`src/rtl/reg_serialize16_tx.sv`:
```
// -----------------------------------------------------------------------------
// reg_serialize16_tx
// Parallel-to-serial transmitter feeding an indexed bit collector. A word is
// captured on LOAD and sent MSB first, one bit per clock. Each bit carries a
// write strobe (ena_out_o) and its index (sel_out_o). Index k carries
// DIN[WIDTH-1-k], so the far end can rebuild the word directly.
//
// Optional feature (macro SERTX_PARITY_EN): adds a PARITY beat after the last
// data bit. During that beat dout_o is the XOR of the latched word and
// par_val_o is 1. Without the macro the PARITY state is not built and
// par_val_o is tied to 0. The port list is the same in both builds.
//
// Handshake: ready_o=1 only in IDLE. A LOAD is taken on a rising edge where
// load_i=1, abort_i=0 and ready_o=1. LOAD in any other state is dropped and
// not queued. abort_i wins over load_i.
//
// Ports:
//   clk_i        clock, rising edge
//   rst_i        asynchronous active-high reset
//   load_i       transmit request (accepted only when ready_o=1)
//   abort_i      synchronous frame cancel
//   din_i        parallel word, sampled on the accepting edge only
//   ready_o      1 while IDLE (combinational from state)
//   busy_o       registered, 1 from accept until return to IDLE
//   ena_out_o    registered bit strobe
//   sel_out_o    registered bit index 0..WIDTH-1
//   dout_o       registered serial data bit
//   par_val_o    registered parity-beat marker
//   done_o       registered one-cycle pulse on normal frame completion
//   state_dbg_o  current FSM state, for debug visibility
// -----------------------------------------------------------------------------
module reg_serialize16_tx #(
  parameter int WIDTH = 16,
  parameter int IDX_W = 4
) (
  input  logic             clk_i,
  input  logic             rst_i,
  input  logic             load_i,
  input  logic             abort_i,
  input  logic [WIDTH-1:0] din_i,
  output logic             ready_o,
  output logic             busy_o,
  output logic             ena_out_o,
  output logic [IDX_W-1:0] sel_out_o,
  output logic             dout_o,
  output logic             par_val_o,
  output logic             done_o,
  output logic [1:0]       state_dbg_o
);

  localparam logic [1:0] S_IDLE   = 2'd0;
  localparam logic [1:0] S_SHIFT  = 2'd1;
`ifdef SERTX_PARITY_EN
  localparam logic [1:0] S_PARITY = 2'd2;
`endif
  localparam logic [1:0] S_FIN    = 2'd3;

  localparam logic [IDX_W-1:0] LAST_IDX = IDX_W'(WIDTH - 1);

  logic [1:0]       state_q, state_d;
  // Holds the bits still to be sent; the next bit to send is always the MSB.
  logic [WIDTH-1:0] shreg_q, shreg_d;
  logic             busy_q, busy_d;
  logic             ena_q, ena_d;
  logic [IDX_W-1:0] sel_q, sel_d;
  logic             dout_q, dout_d;
  logic             done_q, done_d;
`ifdef SERTX_PARITY_EN
  // Parity is computed from the full word at accept time, because the shift
  // register no longer holds the whole word once shifting starts.
  logic             par_q, par_d;
  logic             pv_q, pv_d;
`endif

  always_comb begin
    state_d = state_q;
    shreg_d = shreg_q;
    busy_d  = busy_q;
    ena_d   = 1'b0;
    sel_d   = '0;
    dout_d  = 1'b0;
    done_d  = 1'b0;
`ifdef SERTX_PARITY_EN
    par_d   = par_q;
    pv_d    = 1'b0;
`endif
    case (state_q)
      S_IDLE: begin
        if (load_i && !abort_i) begin
          // The first bit leaves on the accepting edge itself.
          state_d = S_SHIFT;
          shreg_d = {din_i[WIDTH-2:0], 1'b0};
          busy_d  = 1'b1;
          ena_d   = 1'b1;
          dout_d  = din_i[WIDTH-1];
`ifdef SERTX_PARITY_EN
          par_d   = ^din_i;
`endif
        end
      end
      S_SHIFT: begin
        if (abort_i) begin
          state_d = S_IDLE;
          shreg_d = '0;
          busy_d  = 1'b0;
`ifdef SERTX_PARITY_EN
          par_d   = 1'b0;
`endif
        end else if (sel_q == LAST_IDX) begin
          shreg_d = '0;
`ifdef SERTX_PARITY_EN
          state_d = S_PARITY;
          pv_d    = 1'b1;
          dout_d  = par_q;
`else
          state_d = S_FIN;
          done_d  = 1'b1;
`endif
        end else begin
          ena_d   = 1'b1;
          sel_d   = sel_q + 1'b1;
          dout_d  = shreg_q[WIDTH-1];
          shreg_d = {shreg_q[WIDTH-2:0], 1'b0};
        end
      end
`ifdef SERTX_PARITY_EN
      S_PARITY: begin
        par_d = 1'b0;
        if (abort_i) begin
          state_d = S_IDLE;
          busy_d  = 1'b0;
        end else begin
          state_d = S_FIN;
          done_d  = 1'b1;
        end
      end
`endif
      S_FIN: begin
        // The FIN cycle is already the final cycle, so ABORT and normal exit
        // both go straight back to IDLE.
        state_d = S_IDLE;
        busy_d  = 1'b0;
      end
      default: begin
        state_d = S_IDLE;
        shreg_d = '0;
        busy_d  = 1'b0;
      end
    endcase
  end

  always_ff @(posedge clk_i or posedge rst_i) begin
    if (rst_i) begin
      state_q <= S_IDLE;
      shreg_q <= '0;
      busy_q  <= 1'b0;
      ena_q   <= 1'b0;
      sel_q   <= '0;
      dout_q  <= 1'b0;
      done_q  <= 1'b0;
    end else begin
      state_q <= state_d;
      shreg_q <= shreg_d;
      busy_q  <= busy_d;
      ena_q   <= ena_d;
      sel_q   <= sel_d;
      dout_q  <= dout_d;
      done_q  <= done_d;
    end
  end

`ifdef SERTX_PARITY_EN
  always_ff @(posedge clk_i or posedge rst_i) begin
    if (rst_i) begin
      par_q <= 1'b0;
      pv_q  <= 1'b0;
    end else begin
      par_q <= par_d;
      pv_q  <= pv_d;
    end
  end
  assign par_val_o = pv_q;
`else
  assign par_val_o = 1'b0;
`endif

  assign ready_o     = (state_q == S_IDLE);
  assign busy_o      = busy_q;
  assign ena_out_o   = ena_q;
  assign sel_out_o   = sel_q;
  assign dout_o      = dout_q;
  assign done_o      = done_q;
  assign state_dbg_o = state_q;

endmodule

```
`config.mk`:
```
export PLATFORM = sky130hd
export DESIGN_NAME = reg_serialize16_tx
export DESIGN_NICKNAME = d
export VERILOG_FILES = /design/src/rtl/reg_serialize16_tx.sv
export SDC_FILE = /design/constraint.sdc
export NUM_CORES = 1
export LEC_CHECK = 0
export BUFFER_PORTS_ARGS = -buffer_cell sky130_fd_sc_hd__buf_4
export CAP_MARGIN = 30
export CORE_MARGIN = 5
export CORE_UTILIZATION = 43
export DETAILED_ROUTE_END_ITERATION = 8
export HOLD_SLACK_MARGIN = 0.06
export PLACE_DENSITY_LB_ADDON = 0.1
export SLEW_MARGIN = 25
export SYNTH_ARGS = -nofsm -noshare
export SYNTH_HDL_FRONTEND = slang
export SYNTH_SLANG_ARGS = --single-unit
```
`constraint.sdc`:
```
create_clock -name clk_i -period 1.6 [get_ports clk_i]
set_clock_uncertainty 0.2 [all_clocks]
set_input_delay 0.16 -clock clk_i [delete_from_list [all_inputs] [get_ports clk_i]]
set_output_delay 0.16 -clock clk_i [all_outputs]
set_load 0.05 [all_outputs]
```
# Word-level counts from Yosys, hierarchy flattened
# Index checks and enable logic that the tools add are counted.
# Widths: inputs -> output; s select.
dict set report word_totals {
  ff_bits 26
  out_inout_bits 12
  elab_cells 46
}
dict set report classes {
  n_addsub 1
  n_bitwise 1
  mux 25
  n_eq_ne 6
  reduce_logical 6
}
# cell n
set op_table {}
lappend op_table {{$mux 16} 3}
lappend op_table {{$pmux 16 s3} 1}
lappend op_table {{$mux 4} 3}
lappend op_table {{$mux 1} 11}
lappend op_table {{$mux 2} 3}
lappend op_table {{$pmux 1 s2} 3}
lappend op_table {{$reduce_and 2->1} 3}
lappend op_table {{$add 4x1->4 const B} 1}
lappend op_table {{$eq 4x4->1 const B} 1}
lappend op_table {{$pmux 2 s2} 1}
lappend op_table {{$ne 3x3->1 const B} 1}
lappend op_table {{$eq 2x1->1 const B} 1}
lappend op_table {{$eq 2x2->1 const B} 1}
lappend op_table {{$logic_not 2->1} 1}
lappend op_table {{$ne 2x1->1 const B} 1}
lappend op_table {{$ne 2x2->1 const B} 1}
lappend op_table {{$logic_and 1x1->1} 1}
lappend op_table {{$logic_not 1->1} 1}
lappend op_table {{$not 1->1} 1}

# Longest topological paths before layout
dict set report depth {
  word_depth 4
  mapped_depth 7
  depth_no_buf 4
}

# Worst setup path after synthesis
# OpenSTA, ideal clock, no wires.
dict set report synth_path {
  path_type {reg-to-reg}
  startpoint {register state_q[1] (netlist: state_dbg_o[1])}
  endpoint {register shreg_q[2]}
  slack_ns -0.510
  required_time_ns 1.274
  stages_incl_launch_ff 8
  arrival_time_ns 1.784
  cell_sequence {dfrtp_1 -> buf_6 -> or2_4 -> buf_6 -> inv_2 -> and2_4 -> buf_6 -> a221o_1}
}
dict set report synth_between {
  elab_chain_cells 3
  word_cells_on_any_way 7
  cone_classes {eq/ne: 3; mux: 1; bitwise: 1; reduce/logical: 2}
}
# item line_no
set synth_lines {}
lappend synth_lines {{start: declaration} 60} ;# logic [1:0] state_q, state_d;
lappend synth_lines {{start signal: assignment} 162} ;# state_q <= state_d;
lappend synth_lines {{$logic_not 2->1 (*)} n/a}
lappend synth_lines {{via ready_o} 41} ;# output logic ready_o,
lappend synth_lines {{$ne 2x1->1 (no line)} n/a}
lappend synth_lines {{$reduce_and 2->1 (no line)} n/a}
lappend synth_lines {{end signal: assignment} 163} ;# shreg_q <= shreg_d;
lappend synth_lines {{end: declaration} 62} ;# logic [WIDTH-1:0] shreg_q, shreg_d;
# Mark *: on every way through the listed nets, which the timed path passes. The rest lies on a longest branch.
# A chain may end at the register's enable or synchronous reset.

# Final worst setup path
dict set report layout_path {
  startpoint {register state_q[0] (netlist: state_dbg_o[0])}
  endpoint {output ready_o}
}
dict set report layout_between {
  elab_chain_cells 1
}
# item line_no
set layout_lines {}
lappend layout_lines {{$logic_not 2->1} 187} ;# assign ready_o = (state_q == S_IDLE);
lappend layout_lines {{end: declaration} 41}
# Every way passes these cells.

==> run summary <==
* **status** finished, violations left
* **violations in the final reports** negative setup slack
* **portion of total power attributed to combinational logic** 23.4%
* **number of top-level pins** 32
* **root buffer selected by CTS** sky130_fd_sc_hd__clkbuf_4
* **post-synthesis area per instance** 11.5 sq um
* **CTS tree** done
* **antenna diode instance count** 0
* **XOR/XNOR share of the synthesized area** 1.51%
* **cell internal pwr** 950 uW
* **most frequent standard cell in the layout excluding fill and tap cells** sky130_fd_sc_hd__buf_4
* **synthesized-area fraction occupied by adder cells** 1.08%
* **switching portion of total power** 29.0%
* **initial DRC count** 40
* **Core Footprint** 0.00252 sq mm
* **arrival time worst endpoint** 1.25 ns
* **area fraction in compound gates after synthesis** 15.1%
* **start-to-end type of the worst setup path** reg -> out
* **nature of the critical path endpoint** primary output
* **max-slew violation count** 0
* **smallest setup slack after layout** -0.00689 ns
* **crit path max fanout** 4
* **antenna violations before repair** 0
* **remaining design rule violation count** 0
* **leakage power figure** 0.000847 uW
* **die extent in y** 61.9 microns
* **share of synthesized area spent on multiplexers** 4.31%
* **share of the yosys chip area belonging to registers** 53.9%
* **DIE AREA** 0.00384 sq mm
* **share of cells above drive strength 1** 37.7%
* **Peak VDD IR** 0.000707 V
* **worst slack, placed** -0.0935 ns
* **path type of the worst min-delay path** in -> reg
* **power spent charging and discharging nets** 389 uW
* **final total negative setup slack** -0.00689 ns
* **number of buffers inserted during clock tree synthesis** 3
* **net count of the mapped netlist** 122
* **GRT overflow** 0
* **vias in the first global route** 1104
* **Starting Density** 46.0%
* **unrepaired setup endpoints after global routing** true
* **most used flip-flop cell after synthesis** sky130_fd_sc_hd__dfrtp_1
* **number of standard-cell rows in the floorplan** 18
* **power per cell area** 765 mW/mm^2
* **final critical path time including I/O delays and setup** 1.61 ns
* **worst path required time** 1.24 ns
* **Max Root-Sink Buffers** 2
* **Maximum Capacitance Violations** 0
* **antenna violation net count after detailed routing** 0
* **Clock Latency Late Sink** 0.33 ns
* **maximum number of pins on one net before global-route repair** 26
* **sequential cell fraction of total power** 54.4%
* **Post-Synthesis Cell Area** 0.00116 sq mm
* **via count normalized by instance count** 5.36
* **Layout Area Growth over Synthesis** 50.9%
* **number of filler instances in the final layout** 199
* **gpl congestion** 0.741
* **count of different cell masters after synthesis** 30
* **Die W** 61.9 microns
* **Routed wire per std cell** 14.4 microns
* **async set-reset flop share out of synthesis** 100%
* **post-synthesis share of cell area spent on and, or, nand and nor gates** 17.7%
* **# setup viols final** 1
* **level count of the clock H-tree** 1
* **Max Clock Freq** 0.622 GHz
* **global-route usage over all layers** 17.6%
* **CP startpoint kind** flop
* **drt total wl** 2.77 mm
* **worst-path cell with the longest stage delay** sky130_fd_sc_hd__dfrtp_2
* **Gate Count Post-Synth** 101
* **biggest cell delay along the critical path** 0.45 ns
* **global-route wire length before repair** 5.00 mm
* **series of cell instances along the critical path** or2_4 -> inv_8 -> buf_8
* **port bufs** 30
* **combinational family with the most area after synthesis** simple AND/OR/NAND/NOR gates
* **most used cells in the layout excluding fill and tap cells** sky130_fd_sc_hd__buf_4, sky130_fd_sc_hd__dfrtp_1, sky130_fd_sc_hd__dlygate4sd3_1
* **post-synthesis sequential element count** 25
* **Initial DRT Pass Iterations** 4
* **TritonCTS Sinks** 25
* **final hold violations** 0
* **via count** 1029
* **final HPWL from detailed placement** 1.82 mm
* **crit share post-route** 100%
* **number of synthesized flops with an enable pin** 0
* **area occupied by multi-input gates** 477 sq um
* **Storage cell area** 632 sq um
* **Layout Nets** 184
* **part of the total power dissipated in the clock network** 22.3%
* **number of warnings printed during yosys synthesis** 0
* **clock-pin transition on the worst setup and hold timing paths** 0.15 ns
## synthesized netlist by cell type, types with 2 or more instances
| library cell | count | area share [%] |
|---|---|---|
| sky130_fd_sc_hd__a221o_1 | 9 | 7.8 |
| sky130_fd_sc_hd__dfrtp_1 | 25 | 54 |
| sky130_fd_sc_hd__nand2b_1 | 2 | 1.1 |
| sky130_fd_sc_hd__buf_2 | 2 | 0.86 |
| sky130_fd_sc_hd__nor2_1 | 6 | 1.9 |
| sky130_fd_sc_hd__mux2i_1 | 5 | 4.3 |
| sky130_fd_sc_hd__buf_4 | 2 | 1.3 |
| sky130_fd_sc_hd__nand3_1 | 12 | 5.2 |
| sky130_fd_sc_hd__o211ai_1 | 5 | 3.2 |
| sky130_fd_sc_hd__nand2_1 | 3 | 0.97 |
| sky130_fd_sc_hd__buf_6 | 3 | 2.9 |
| sky130_fd_sc_hd__and3_1 | 9 | 4.9 |
## critical path: cells and delay by family (launching register included)
| family | cells | cell delay (ns) |
|---|---|---|
| flip-flops | 1 | 0.45 |
| AND/OR/NAND/NOR | 1 | 0.27 |
| buffers and inverters | 2 | 0.19 |
## per-layer routing
metal | track usage, % | routed length (microns) | up-vias
met3 | 4.34 | 127 | 2
met4 | 2.73 | 19 | 0
li1 | - | - | 493
met5 | 0 | 0 | -
met2 | 31.1 | 1430 | 19
met1 | 22.0 | 1190 | 515
## what timing repair did
item,4_1_cts,5_1_grt
endpoints found under the setup margin,18,10
hold endpoints to repair,46,0
buffers inserted,2,0
gates resized for setup,3,2
hold buffers,19,0
## cells by family after synthesis
| kind of cell | after synthesis |
|---|---|
| buffers and inverters | 10 |
| adder cells (fa/ha/maj) | 1 |
| AO/OA/AOI/OAI | 20 |
| other | 1 |
| multiplexers | 5 |
| AND/OR/NAND/NOR | 37 |
| flip-flops | 25 |
| XOR/XNOR | 2 |
## power by group through the flow
stage                     combinational (uW)  sequential, uW  clock [uW]
after floorplan                          136             769           0
after global placement                   265             739           0
after detailed placement                 269             740           0
after CTS                                314             727         311
after global routing                     342             735         337
final                                    313             728         298
## stage by stage
| stage | cells | hold slack (ns) | instance area (sq um) | util [%] | total power (uW) |
|---|---|---|---|---|---|
| finish | 192 | 0.110 | 1750 | 69.4 | 1340 |
| global route | 192 | 0.0989 | 1750 | 69.4 | 1410 |
| CTS | 192 | 0.115 | 1740 | 68.9 | 1350 |
| detailed placement | 167 | 0.0375 | 1490 | 59.1 | 1010 |
| global placement | 167 | 0.0354 | 1490 | 59.1 | 1000 |
| floorplan | 101 | -0.0130 | 1170 | - | 905 |
## final timing paths
check | endpoint | cells after the start | slack (ns) | startpoint
worst max-delay path | ready_o | 3 | -0.007 | state_dbg_o[0]
worst min-delay path | sel_out_o[1] | 4 | 0.11 | abort_i
worst max register to register | shreg_q[9] | 4 | 0.08 | sel_out_o[0]
worst min register to register | shreg_q[1] | 1 | 0.31 | shreg_q[1]
max in group asynchronous | state_dbg_o[0] | 4 | 0.74 | rst_i
min in group asynchronous | done_o | 4 | 0.21 | rst_i
## state kept, by name, summed over array words and instances (netlist names)
register,count
dout_o,1
shreg_q,15
busy_o,1
done_o,1
ena_out_o,1
sel_out_o,4
state_dbg_o,2
## area by class of cell
cell class              count  share of cell area, %
repair buffers             65                   32.0
clock inverters             1                  0.429
well taps                  30                   2.14
inverters                   2                  0.858
multi-input cells          66                   27.2
flip-flops and latches     25                   36.1
clock buffers               3                   1.29
(Power assumes the default switching activity.)
